[src/rtl/seg7_pkg.sv]
// seg7_pkg: shared definitions for the seven-segment scan driver.
//   - seg7_t      : 7-bit segment pattern {a,b,c,d,e,f,g}, active-low
//   - SEG_0..SEG_F: hex glyphs, SEG_BLANK: all segments dark
//   - idx_width() : index width helper, max(1, clog2(n))
package seg7_pkg;

    typedef logic [6:0] seg7_t;

    localparam seg7_t SEG_0     = 7'b0000001;
    localparam seg7_t SEG_1     = 7'b1001111;
    localparam seg7_t SEG_2     = 7'b0010010;
    localparam seg7_t SEG_3     = 7'b0000110;
    localparam seg7_t SEG_4     = 7'b1001100;
    localparam seg7_t SEG_5     = 7'b0100100;
    localparam seg7_t SEG_6     = 7'b0100000;
    localparam seg7_t SEG_7     = 7'b0001111;
    localparam seg7_t SEG_8     = 7'b0000000;
    localparam seg7_t SEG_9     = 7'b0001100;
    localparam seg7_t SEG_A     = 7'b0001000;
    localparam seg7_t SEG_B     = 7'b1100000;
    localparam seg7_t SEG_C     = 7'b0110001;
    localparam seg7_t SEG_D     = 7'b1000010;
    localparam seg7_t SEG_E     = 7'b0110000;
    localparam seg7_t SEG_F     = 7'b0111000;
    localparam seg7_t SEG_BLANK = 7'b1111111;

    // A 1-deep range still needs a 1-bit register.
    function automatic int idx_width(input int n);
        return (n <= 1) ? 1 : $clog2(n);
    endfunction

endpackage

[src/rtl/hex_to_seg7.sv]
// hex_to_seg7: combinational hex nibble to active-low seven-segment decoder.
//   nib_i : 4-bit hex digit
//   seg_o : segment pattern {a,b,c,d,e,f,g}, 0 = lit
module hex_to_seg7
    import seg7_pkg::*;
(
    input  logic [3:0] nib_i,
    output seg7_t      seg_o
);

    always_comb begin
        seg_o = SEG_BLANK;
        unique case (nib_i)
            4'h0: seg_o = SEG_0;
            4'h1: seg_o = SEG_1;
            4'h2: seg_o = SEG_2;
            4'h3: seg_o = SEG_3;
            4'h4: seg_o = SEG_4;
            4'h5: seg_o = SEG_5;
            4'h6: seg_o = SEG_6;
            4'h7: seg_o = SEG_7;
            4'h8: seg_o = SEG_8;
            4'h9: seg_o = SEG_9;
            4'hA: seg_o = SEG_A;
            4'hB: seg_o = SEG_B;
            4'hC: seg_o = SEG_C;
            4'hD: seg_o = SEG_D;
            4'hE: seg_o = SEG_E;
            4'hF: seg_o = SEG_F;
        endcase
    end

endmodule

[src/rtl/sevenseg_scan_driver.sv]
// sevenseg_scan_driver: time-multiplexed hex display driver for DIGITS
// common-anode digits on one shared segment bus.
//   clk, rst_n  : clock, async active-low reset
//   load        : capture value/dp_in into the pending buffer
//   value       : nibble i drives digit i (digit 0 least significant)
//   dp_in       : bit i lights decimal point of digit i
//   seg, dp_n   : registered active-low segment / decimal-point drive
//   an_n        : registered one-hot active-low anode enables
//   frame_done  : one-cycle pulse when a new frame (digit 0) starts
module sevenseg_scan_driver
    import seg7_pkg::*;
#(
    parameter int DIGITS        = 4,
    parameter int DIV           = 50000,
    parameter int LEADING_BLANK = 1
) (
    input  logic                  clk,
    input  logic                  rst_n,
    input  logic                  load,
    input  logic [4*DIGITS-1:0]   value,
    input  logic [DIGITS-1:0]     dp_in,
    output logic [6:0]            seg,
    output logic                  dp_n,
    output logic [DIGITS-1:0]     an_n,
    output logic                  frame_done
);

    localparam int IDX_W = idx_width(DIGITS);
    localparam int CNT_W = idx_width(DIV);

    logic [CNT_W-1:0]    cnt_q, cnt_d;
    logic [IDX_W-1:0]    idx_q, idx_d;
    logic [4*DIGITS-1:0] pend_val_q, act_val_q, act_val_d;
    logic [DIGITS-1:0]   pend_dp_q, act_dp_q, act_dp_d;
    seg7_t               seg_q, seg_d, dec_seg;
    logic                dp_n_q;
    logic [DIGITS-1:0]   an_n_q;
    logic                fd_q;

    logic                tick, last, wrap, blank;
    logic [3:0]          nib;
    logic [DIGITS-1:0]   zero_above;

    always_comb begin
        tick  = (cnt_q == CNT_W'(DIV - 1));
        last  = (idx_q == IDX_W'(DIGITS - 1));
        wrap  = tick && last;
        cnt_d = tick ? '0 : cnt_q + 1'b1;
        idx_d = last ? '0 : idx_q + 1'b1;
        // Outputs for the next slot are decoded from post-commit data so
        // the first digit of a frame already shows the new value.
        act_val_d = wrap ? pend_val_q : act_val_q;
        act_dp_d  = wrap ? pend_dp_q  : act_dp_q;
        nib       = act_val_d[4*int'(idx_d) +: 4];
    end

    // zero_above[i]: digits DIGITS-1 down to i are all zero.
    always_comb begin
        zero_above = '0;
        zero_above[DIGITS-1] = (act_val_d[4*DIGITS-1 -: 4] == 4'd0);
        for (int i = DIGITS - 2; i >= 0; i--)
            zero_above[i] = zero_above[i+1] && (act_val_d[4*i +: 4] == 4'd0);
    end

    hex_to_seg7 u_dec (
        .nib_i (nib),
        .seg_o (dec_seg)
    );

    // Digit 0 is never blanked so a zero value still reads "0".
    always_comb begin
        blank = (LEADING_BLANK != 0) && (idx_d != '0) && zero_above[idx_d];
        seg_d = blank ? SEG_BLANK : dec_seg;
    end

    always_ff @(posedge clk or negedge rst_n) begin
        if (!rst_n) begin
            cnt_q      <= '0;
            idx_q      <= IDX_W'(DIGITS - 1);
            pend_val_q <= '0;
            pend_dp_q  <= '0;
            act_val_q  <= '0;
            act_dp_q   <= '0;
            seg_q      <= SEG_BLANK;
            dp_n_q     <= 1'b1;
            an_n_q     <= '1;
            fd_q       <= 1'b0;
        end else begin
            cnt_q <= cnt_d;
            fd_q  <= wrap;
            // A load on the commit edge lands in pending after the commit
            // has taken the old pending, so it shows one frame later.
            if (load) begin
                pend_val_q <= value;
                pend_dp_q  <= dp_in;
            end
            if (tick) begin
                idx_q     <= idx_d;
                act_val_q <= act_val_d;
                act_dp_q  <= act_dp_d;
                seg_q     <= seg_d;
                dp_n_q    <= ~act_dp_d[idx_d];
                an_n_q    <= ~(DIGITS'(1) << idx_d);
            end
        end
    end

    assign seg        = seg_q;
    assign dp_n       = dp_n_q;
    assign an_n       = an_n_q;
    assign frame_done = fd_q;

endmodule

[config.mk]
export PLATFORM = sky130hd
export DESIGN_NAME = sevenseg_scan_driver
export DESIGN_NICKNAME = d
export VERILOG_FILES = /design/src/rtl/seg7_pkg.sv /design/src/rtl/hex_to_seg7.sv /design/src/rtl/sevenseg_scan_driver.sv
export SDC_FILE = /design/constraint.sdc
export NUM_CORES = 1
export LEC_CHECK = 0
export ABC_AREA = 1
export CELL_PAD_IN_SITES_DETAIL_PLACEMENT = 0
export CELL_PAD_IN_SITES_GLOBAL_PLACEMENT = 2
export CORE_MARGIN = 2
export CORE_UTILIZATION = 34
export CTS_CLUSTER_DIAMETER = 60
export DETAILED_ROUTE_END_ITERATION = 6
export PLACE_DENSITY = 0.83
export SYNTH_ARGS = -nofsm -noshare
export SYNTH_HDL_FRONTEND = slang
export SYNTH_HIERARCHICAL = 1
export SYNTH_SLANG_ARGS = --single-unit
[constraint.sdc]
create_clock -name clk -period 4.7 [get_ports clk]
set_clock_uncertainty 0.2 [all_clocks]
set_input_delay 0.94 -clock clk [delete_from_list [all_inputs] [get_ports clk]]
set_output_delay 0.94 -clock clk [all_outputs]
set_load 0.05 [all_outputs]
==> impl_metrics.yaml, run 1 <==
critical_path:
  rr_worst_depth: 15
  startpoint_type: "register"
  rrSetupSlack_ns: 1.33
  timing.rr.start: "idx_q[0]$_DFFE_PN1N_"
  cp_slowest_cell: "nor2_1"
  slowest_delay_ns: 0.59
  crit_type: "reg2reg"
  arrival_ns: 3.46
  critPathMaxFanout: 12
  path_delay_family: "simple AND/OR/NAND/NOR gates"
  worstPathRequired_ns: 4.78
  cpMostUsedCell: "nand2_1"
  crit_buf_inv: 3
  path_cells: "ha_1, nor2_1, inv_1, nor2_1, nand2_1, nand3_1, inv_1, ha_1, inv_1, nand2_1, nand2_1, nand2_1, nand2_1, nor2_1, a21oi_2"
  r2r-end: "seg[3]$_DFFE_PN1N_"
  cp-end-kind: "register"
place:
  placed_cell_area_um2: 3990
  hpwl_um: 5600
  portBuffers: 35
  dp_slack_ns: 1.34
  place_congestion: 0.789
synth:
  avgSynthCellArea_um2: 8.63
  synth-edff-count: 0
  ys_types: 30
  synth-seq-area-share: 0.508
  synth_ff_type: "dfrtp_1"
  synth-seq-cells: 71
  syn_inst: 409
  yosysWarnings: 6
  mappedNetlistNets: 443
  synthArstFlopShare: 1.00
  syn_area_um2: 3530
final_layout:
  final_core_util: 0.414
  final_common_cell: "nand2_1"
  area_growth_pct: 19.5
  final_cell_mix: "nand2_1, dfrtp_1, nor2_1"
  fin_nets: 480
  stdcell_area_um2: 4220
  drive_above_1_share: 0.140
  multiInputGateArea_um2: 1480
  n_antenna_cell: 0
  n_fill_cell: 1069
  seq_area_um2: 1790
cts:
  numCtsBuffers: 9
  clock_path_buffers: 2
  post_cts_buffers: 0
  tritoncts: "done"
  ctsResizeCount: 0
  insertion_delay_ns: 0.35
  htree_levels: 3
  path_clk_slew_ns: 0.08
  ctsHoldBuffers: 0
  clock_sinks: 71
  cts_root_buffer: "clkbuf_8"
timing:
  setup-violations-final: 0
  maxSlewViolCount: 0
  fin_crit_ns: 3.37
  final_hold_viol_count: 0
  rsz0062_at_grt: "no"
  max-slew-margin-rel: 0.278
  worst_slew_pin_slew_ns: 1.08
  fin_ws_ns: 1.33
  final.period_utilization: 0.718
  fin_setup_tns_ns: 0
  fmax_mhz: 296
die:
  core_area_um2: 10200
  die_w_um: 106
  ioPinCount: 36
  fp.dieArea_um2: 11200
  start_util: 0.347
  fp.dieH_um: 106
  core.rowCount: 37
power:
  p_int_uw: 982
  power.total_mw: 1.25
  power_frac_clock: 0.447
  seqPwrFrac: 0.510
  leakage_nw: 2.06
  vdd_drop_max_uv: 115
  switching_share: 0.212
  power.switching_uw: 264
  p_comb_frac: 0.043
  powerDensity_nw_per_um2: 296
global_routing:
  grt_pass1_wl_um: 13700
  antenna_found_initial: 0
  grt_pass1_vias: 2861
  grt_max_degree: 42
  grt_overflow_total: 0
  grtUsageTotal: 0.157
detailed_routing:
  drc: 0
  via_per_inst: 4.58
  dr.pass1.iters: 4
  vias: 2691
  wl_um: 7790
  first_iter_violations: 96
  wl_per_cell_um: 13.3
  postRouteAntennaNets: 0
worst_hold_path:
  whs_path_depth: 2
  worstHoldStart: "act_dp_q[3]$_DFFE_PN0N_"
  hold_path.class: "reg2reg"
  min_to: "act_dp_q[3]$_DFFE_PN0N_"
status:
  status: "complete, no violations"
run:
  maxCapViolCount: 0
stage by stage:
stage / std cells / hold slack [ns]
final: 587 / 0.279
after global placement: 571 / 0.267
after CTS: 587 / 0.281
after floorplan: 409 / 0.240
after global routing: 587 / 0.310
after detailed placement: 571 / 0.262
area by class of cell:
type,count,share of cell area
clock buffers,13,0.0377
clock inverters,3,0.0154
inverters,51,0.0454
multi-input cells,277,0.352
flip-flops and latches,71,0.426
well taps,136,0.0404
repair buffers,36,0.0837
logic make-up (layout without fill, tap and decap cells):
family	count (synthesis)	after routing	share of synthesized area
AND/OR/NAND/NOR	193	193	0.247
flip-flops	71	71	0.508
buffers and inverters	61	103	0.0712
AO/OA/AOI/OAI	60	60	0.0950
adder cells (fa/ha/maj)	11	11	0.0390
multiplexers	10	10	0.0319
XOR/XNOR	3	3	0.00745
state kept, by name, summed over array words and instances (netlist names):
name,flops
act_dp_q,4
act_val_q,16
an_n,4
cnt_q,16
dp_n,1
frame_done,1
idx_q,2
pend_dp_q,4
pend_val_q,16
seg,7
worst max path at each step:
stage,from,end,slack [ns],cells after the start
3_5_place_dp,idx_q[0]$_DFFE_PN1N_,seg[3]$_DFFE_PN1N_,1.34,15
2_1_floorplan,idx_q[0]$_DFFE_PN1N_,seg[3]$_DFFE_PN1N_,1.86,16
5_1_grt,idx_q[0]$_DFFE_PN1N_,seg[3]$_DFFE_PN1N_,1.0,15
3_3_place_gp,idx_q[0]$_DFFE_PN1N_,seg[3]$_DFFE_PN1N_,1.47,15
4_1_cts,idx_q[0]$_DFFE_PN1N_,seg[3]$_DFFE_PN1N_,1.33,15
6_report,idx_q[0]$_DFFE_PN1N_,seg[3]$_DFFE_PN1N_,1.33,15
layer usage:
layer	global-route usage	part of all wire
met5	0	0
met4	0.0648	0.016
met3	0.0374	0.035
met2	0.250	0.46
met1	0.205	0.49
synth_stat cells, types with 2 or more instances:
master | instances | area share
inv_1 | 48 | 0.051
clkbuf_1 | 6 | 0.0064
o21ai_1 | 8 | 0.011
ha_1 | 11 | 0.039
nand3_1 | 15 | 0.021
inv_2 | 3 | 0.0032
nand3_4 | 2 | 0.0099
nor3_1 | 4 | 0.0057
buf_6 | 3 | 0.0096
dfrtp_1 | 57 | 0.40
nor2_1 | 52 | 0.055
dfstp_2 | 14 | 0.10
mux2_2 | 10 | 0.032
o21ai_0 | 29 | 0.041
nand2_2 | 4 | 0.0071
a21oi_1 | 13 | 0.018
nand2_1 | 99 | 0.11
nand4_1 | 10 | 0.018
nor2_8 | 2 | 0.011
a21oi_2 | 8 | 0.020
xor2_1 | 2 | 0.0050
power by group through the flow:
stage	logic, mW	registers [mW]	clock network (mW)
3_3_place_gp	0.0548	0.647	0
6_report	0.0535	0.635	0.557
4_1_cts	0.0558	0.635	0.577
3_5_place_dp	0.0555	0.647	0
2_1_floorplan	0.0198	0.643	0
5_1_grt	0.0619	0.637	0.602
worst min-delay path, stage by stage, from the launching register on:
cell and delay, ns:
dfrtp_1 0.33, nand2_1 0.05, nand2_1 0.07
Power figures use the tool's default switching activity.
==> inputs of run 2 (changes only) <==
--- a/config.mk
+++ b/config.mk
@@ -9,10 +9,10 @@
 export CELL_PAD_IN_SITES_DETAIL_PLACEMENT = 0
 export CELL_PAD_IN_SITES_GLOBAL_PLACEMENT = 2
 export CORE_MARGIN = 2
-export CORE_UTILIZATION = 34
+export CORE_UTILIZATION = 31
 export CTS_CLUSTER_DIAMETER = 60
 export DETAILED_ROUTE_END_ITERATION = 6
-export PLACE_DENSITY = 0.83
+export PLACE_DENSITY = 0.8
 export SYNTH_ARGS = -nofsm -noshare
 export SYNTH_HDL_FRONTEND = slang
 export SYNTH_HIERARCHICAL = 1
==> constraint.sdc (replaced) <==
create_clock -name clk -period 3 [get_ports clk]
set_clock_uncertainty 0.2 [all_clocks]
set_input_delay 0.6 -clock clk [delete_from_list [all_inputs] [get_ports clk]]
set_output_delay 0.6 -clock clk [all_outputs]
set_load 0.05 [all_outputs]
==> impl_metrics.yaml, run 2 (synthesis gave the netlist of run 1 again) <==
timing:
  max-slew-margin-rel: 0.659
  worst_slew_pin_slew_ns: 0.510
  final.period_utilization: 0.919
  fin_setup_tns_ns: 0
  fmax_mhz: 363
  fin_ws_ns: 0.244
  maxSlewViolCount: 0
  rsz0062_at_grt: "no"
  final_hold_viol_count: 0
  setup-violations-final: 0
  fin_crit_ns: 2.76
global_routing:
  antenna_found_initial: 0
  grt_overflow_total: 0
  grt_pass1_vias: 2816
  grtUsageTotal: 0.146
  grt_pass1_wl_um: 14300
  grt_max_degree: 72
place:
  hpwl_um: 5990
  placed_cell_area_um2: 4160
  place_congestion: 0.796
  dp_slack_ns: 0.0991
  portBuffers: 35
critical_path:
  timing.rr.start: "cnt_q[0]$_DFF_PN0_"
  crit_buf_inv: 1
  cp-end-kind: "register"
  path_cells: "ha_2, nand3_4, nor2_8, nand3_4, nand2_1, nand2_1, o21ai_0, nand3_1, buf_4, ha_1, nand2_2, nand2_2, nor2_1, nor2_1, nor2_1, a21oi_2"
  cpMostUsedCell: "nor2_1"
  startpoint_type: "register"
  slowest_delay_ns: 0.39
  worstPathRequired_ns: 3.07
  arrival_ns: 2.82
  critPathMaxFanout: 7
  crit_start: "cnt_q[0]$_DFF_PN0_"
  crit_type: "reg2reg"
  cp_slowest_cell: "dfrtp_1"
  path_delay_family: "simple AND/OR/NAND/NOR gates"
detailed_routing:
  vias: 2831
  first_iter_violations: 177
  wl_um: 8490
  drc: 0
  via_per_inst: 4.60
  wl_per_cell_um: 13.8
  postRouteAntennaNets: 0
  dr.pass1.iters: 4
die:
  core_area_um2: 11000
  start_util: 0.321
  fp.dieArea_um2: 12300
  die_w_um: 111
  core.rowCount: 38
  ioPinCount: 36
  fp.dieH_um: 111
final_layout:
  n_antenna_cell: 0
  final_cell_mix: "nand2_1, dfrtp_1, inv_1, nor2_1, clkdlybuf4s50_1"
  n_fill_cell: 1078
  multiInputGateArea_um2: 1520
  area_growth_pct: 27.9
  fin_nets: 504
  drive_above_1_share: 0.200
  final_common_cell: "nand2_1"
  seq_area_um2: 1790
  stdcell_area_um2: 4520
  top_regs: "act_val_q: 16 flops, cnt_q: 16 flops, pend_val_q: 16 flops"
power:
  leakage_nw: 2.22
  seqPwrFrac: 0.470
  p_comb_frac: 0.041
  power.switching_uw: 448
  p_int_mw: 1.67
  powerDensity_nw_per_um2: 470
  power_frac_clock: 0.489
  switching_share: 0.211
  vdd_drop_max_uv: 325
status:
  status: "complete, no violations"
cts:
  clock_path_buffers: 2
  cts_root_buffer: "clkbuf_16"
  path_clk_slew_ns: 0.05
  htree_levels: 3
  numCtsBuffers: 9
  clock_sinks: 71
  insertion_delay_ns: 0.34
  ctsHoldBuffers: 0
  tritoncts: "done"
worst_hold_path:
  hold_path.class: "in2async"
run:
  maxCapViolCount: 0
-- run 2: changes by cell type in the layout (fill, tap and decap cells not counted), moves of 3 or more --
cell,before,now
clkbuf_16,0,9
buf_4,1,23
nor2_2,0,3
clkbuf_8,11,4
nor2_1,52,48
-- run 2: repair_timing --
| action | CTS | global route |
|---|---|---|
| resized for setup | 0 | 8 |
| buffers inserted | 0 | 3 |
| endpoints found under the setup margin | 0 | 6 |
-- run 2: routing by layer --
metal	wire length (µm)	GRT usage
met1	4080	0.195
met2	3910	0.230
met3	335	0.0344
met4	168	0.0542
met5	0	0
-- run 2: cell type report --
cell class              instances  area share
flip-flops and latches         71       0.397
clock inverters                 3     0.00333
multi-input cells             278       0.337
clock buffers                  13      0.0621
inverters                      51      0.0424
well taps                     140      0.0388
repair buffers                 59       0.119
-- run 2: worst paths after layout --
path	cells after the start	to	slack [ns]
max	16	seg[1]$_DFFE_PN1N_	0.24
min	2	pend_val_q[4]$_DFFE_PN0P_	0.09
max reg2reg	16	seg[1]$_DFFE_PN1N_	0.24
min reg2reg	2	an_n[2]$_DFFE_PN1N_	0.29
max in group asynchronous	2	an_n[0]$_DFFE_PN1N_	2.17
min in group clk	2	an_n[2]$_DFFE_PN1N_	0.29
-- run 2: power by group through the flow --
| stage | combinational [mW] | sequential, mW | clock [mW] |
|---|---|---|---|
| detailed placement | 0.0905 | 1.01 | 0 |
| floorplan | 0.0310 | 1.01 | 0 |
| CTS | 0.0908 | 0.997 | 1.07 |
| finish | 0.0872 | 0.997 | 1.04 |
| global route | 0.0994 | 0.999 | 1.11 |
| global placement | 0.0891 | 1.01 | 0 |
-- run 2: stage by stage --
step	cells	util	hold WS, ns	total power [mW]
2_1_floorplan	409	-	0.104	1.04
3_3_place_gp	595	0.379	0.267	1.10
3_5_place_dp	595	0.379	0.287	1.10
4_1_cts	611	0.406	0.106	2.16
5_1_grt	615	0.411	0.126	2.21
6_report	615	0.411	0.0893	2.12
==> inputs of run 3 (changes only) <==
--- a/config.mk
+++ b/config.mk
@@ -6,6 +6,7 @@
 export NUM_CORES = 1
 export LEC_CHECK = 0
 export ABC_AREA = 1
+export CAP_MARGIN = 25
 export CELL_PAD_IN_SITES_DETAIL_PLACEMENT = 0
 export CELL_PAD_IN_SITES_GLOBAL_PLACEMENT = 2
 export CORE_MARGIN = 2
@@ -13,6 +14,7 @@
 export CTS_CLUSTER_DIAMETER = 60
 export DETAILED_ROUTE_END_ITERATION = 6
 export PLACE_DENSITY = 0.8
+export SKIP_CTS_REPAIR_TIMING = 1
 export SYNTH_ARGS = -nofsm -noshare
 export SYNTH_HDL_FRONTEND = slang
 export SYNTH_HIERARCHICAL = 1
==> results of run 3 <==
Final layout, timing and power as in run 2 (identical DEF).
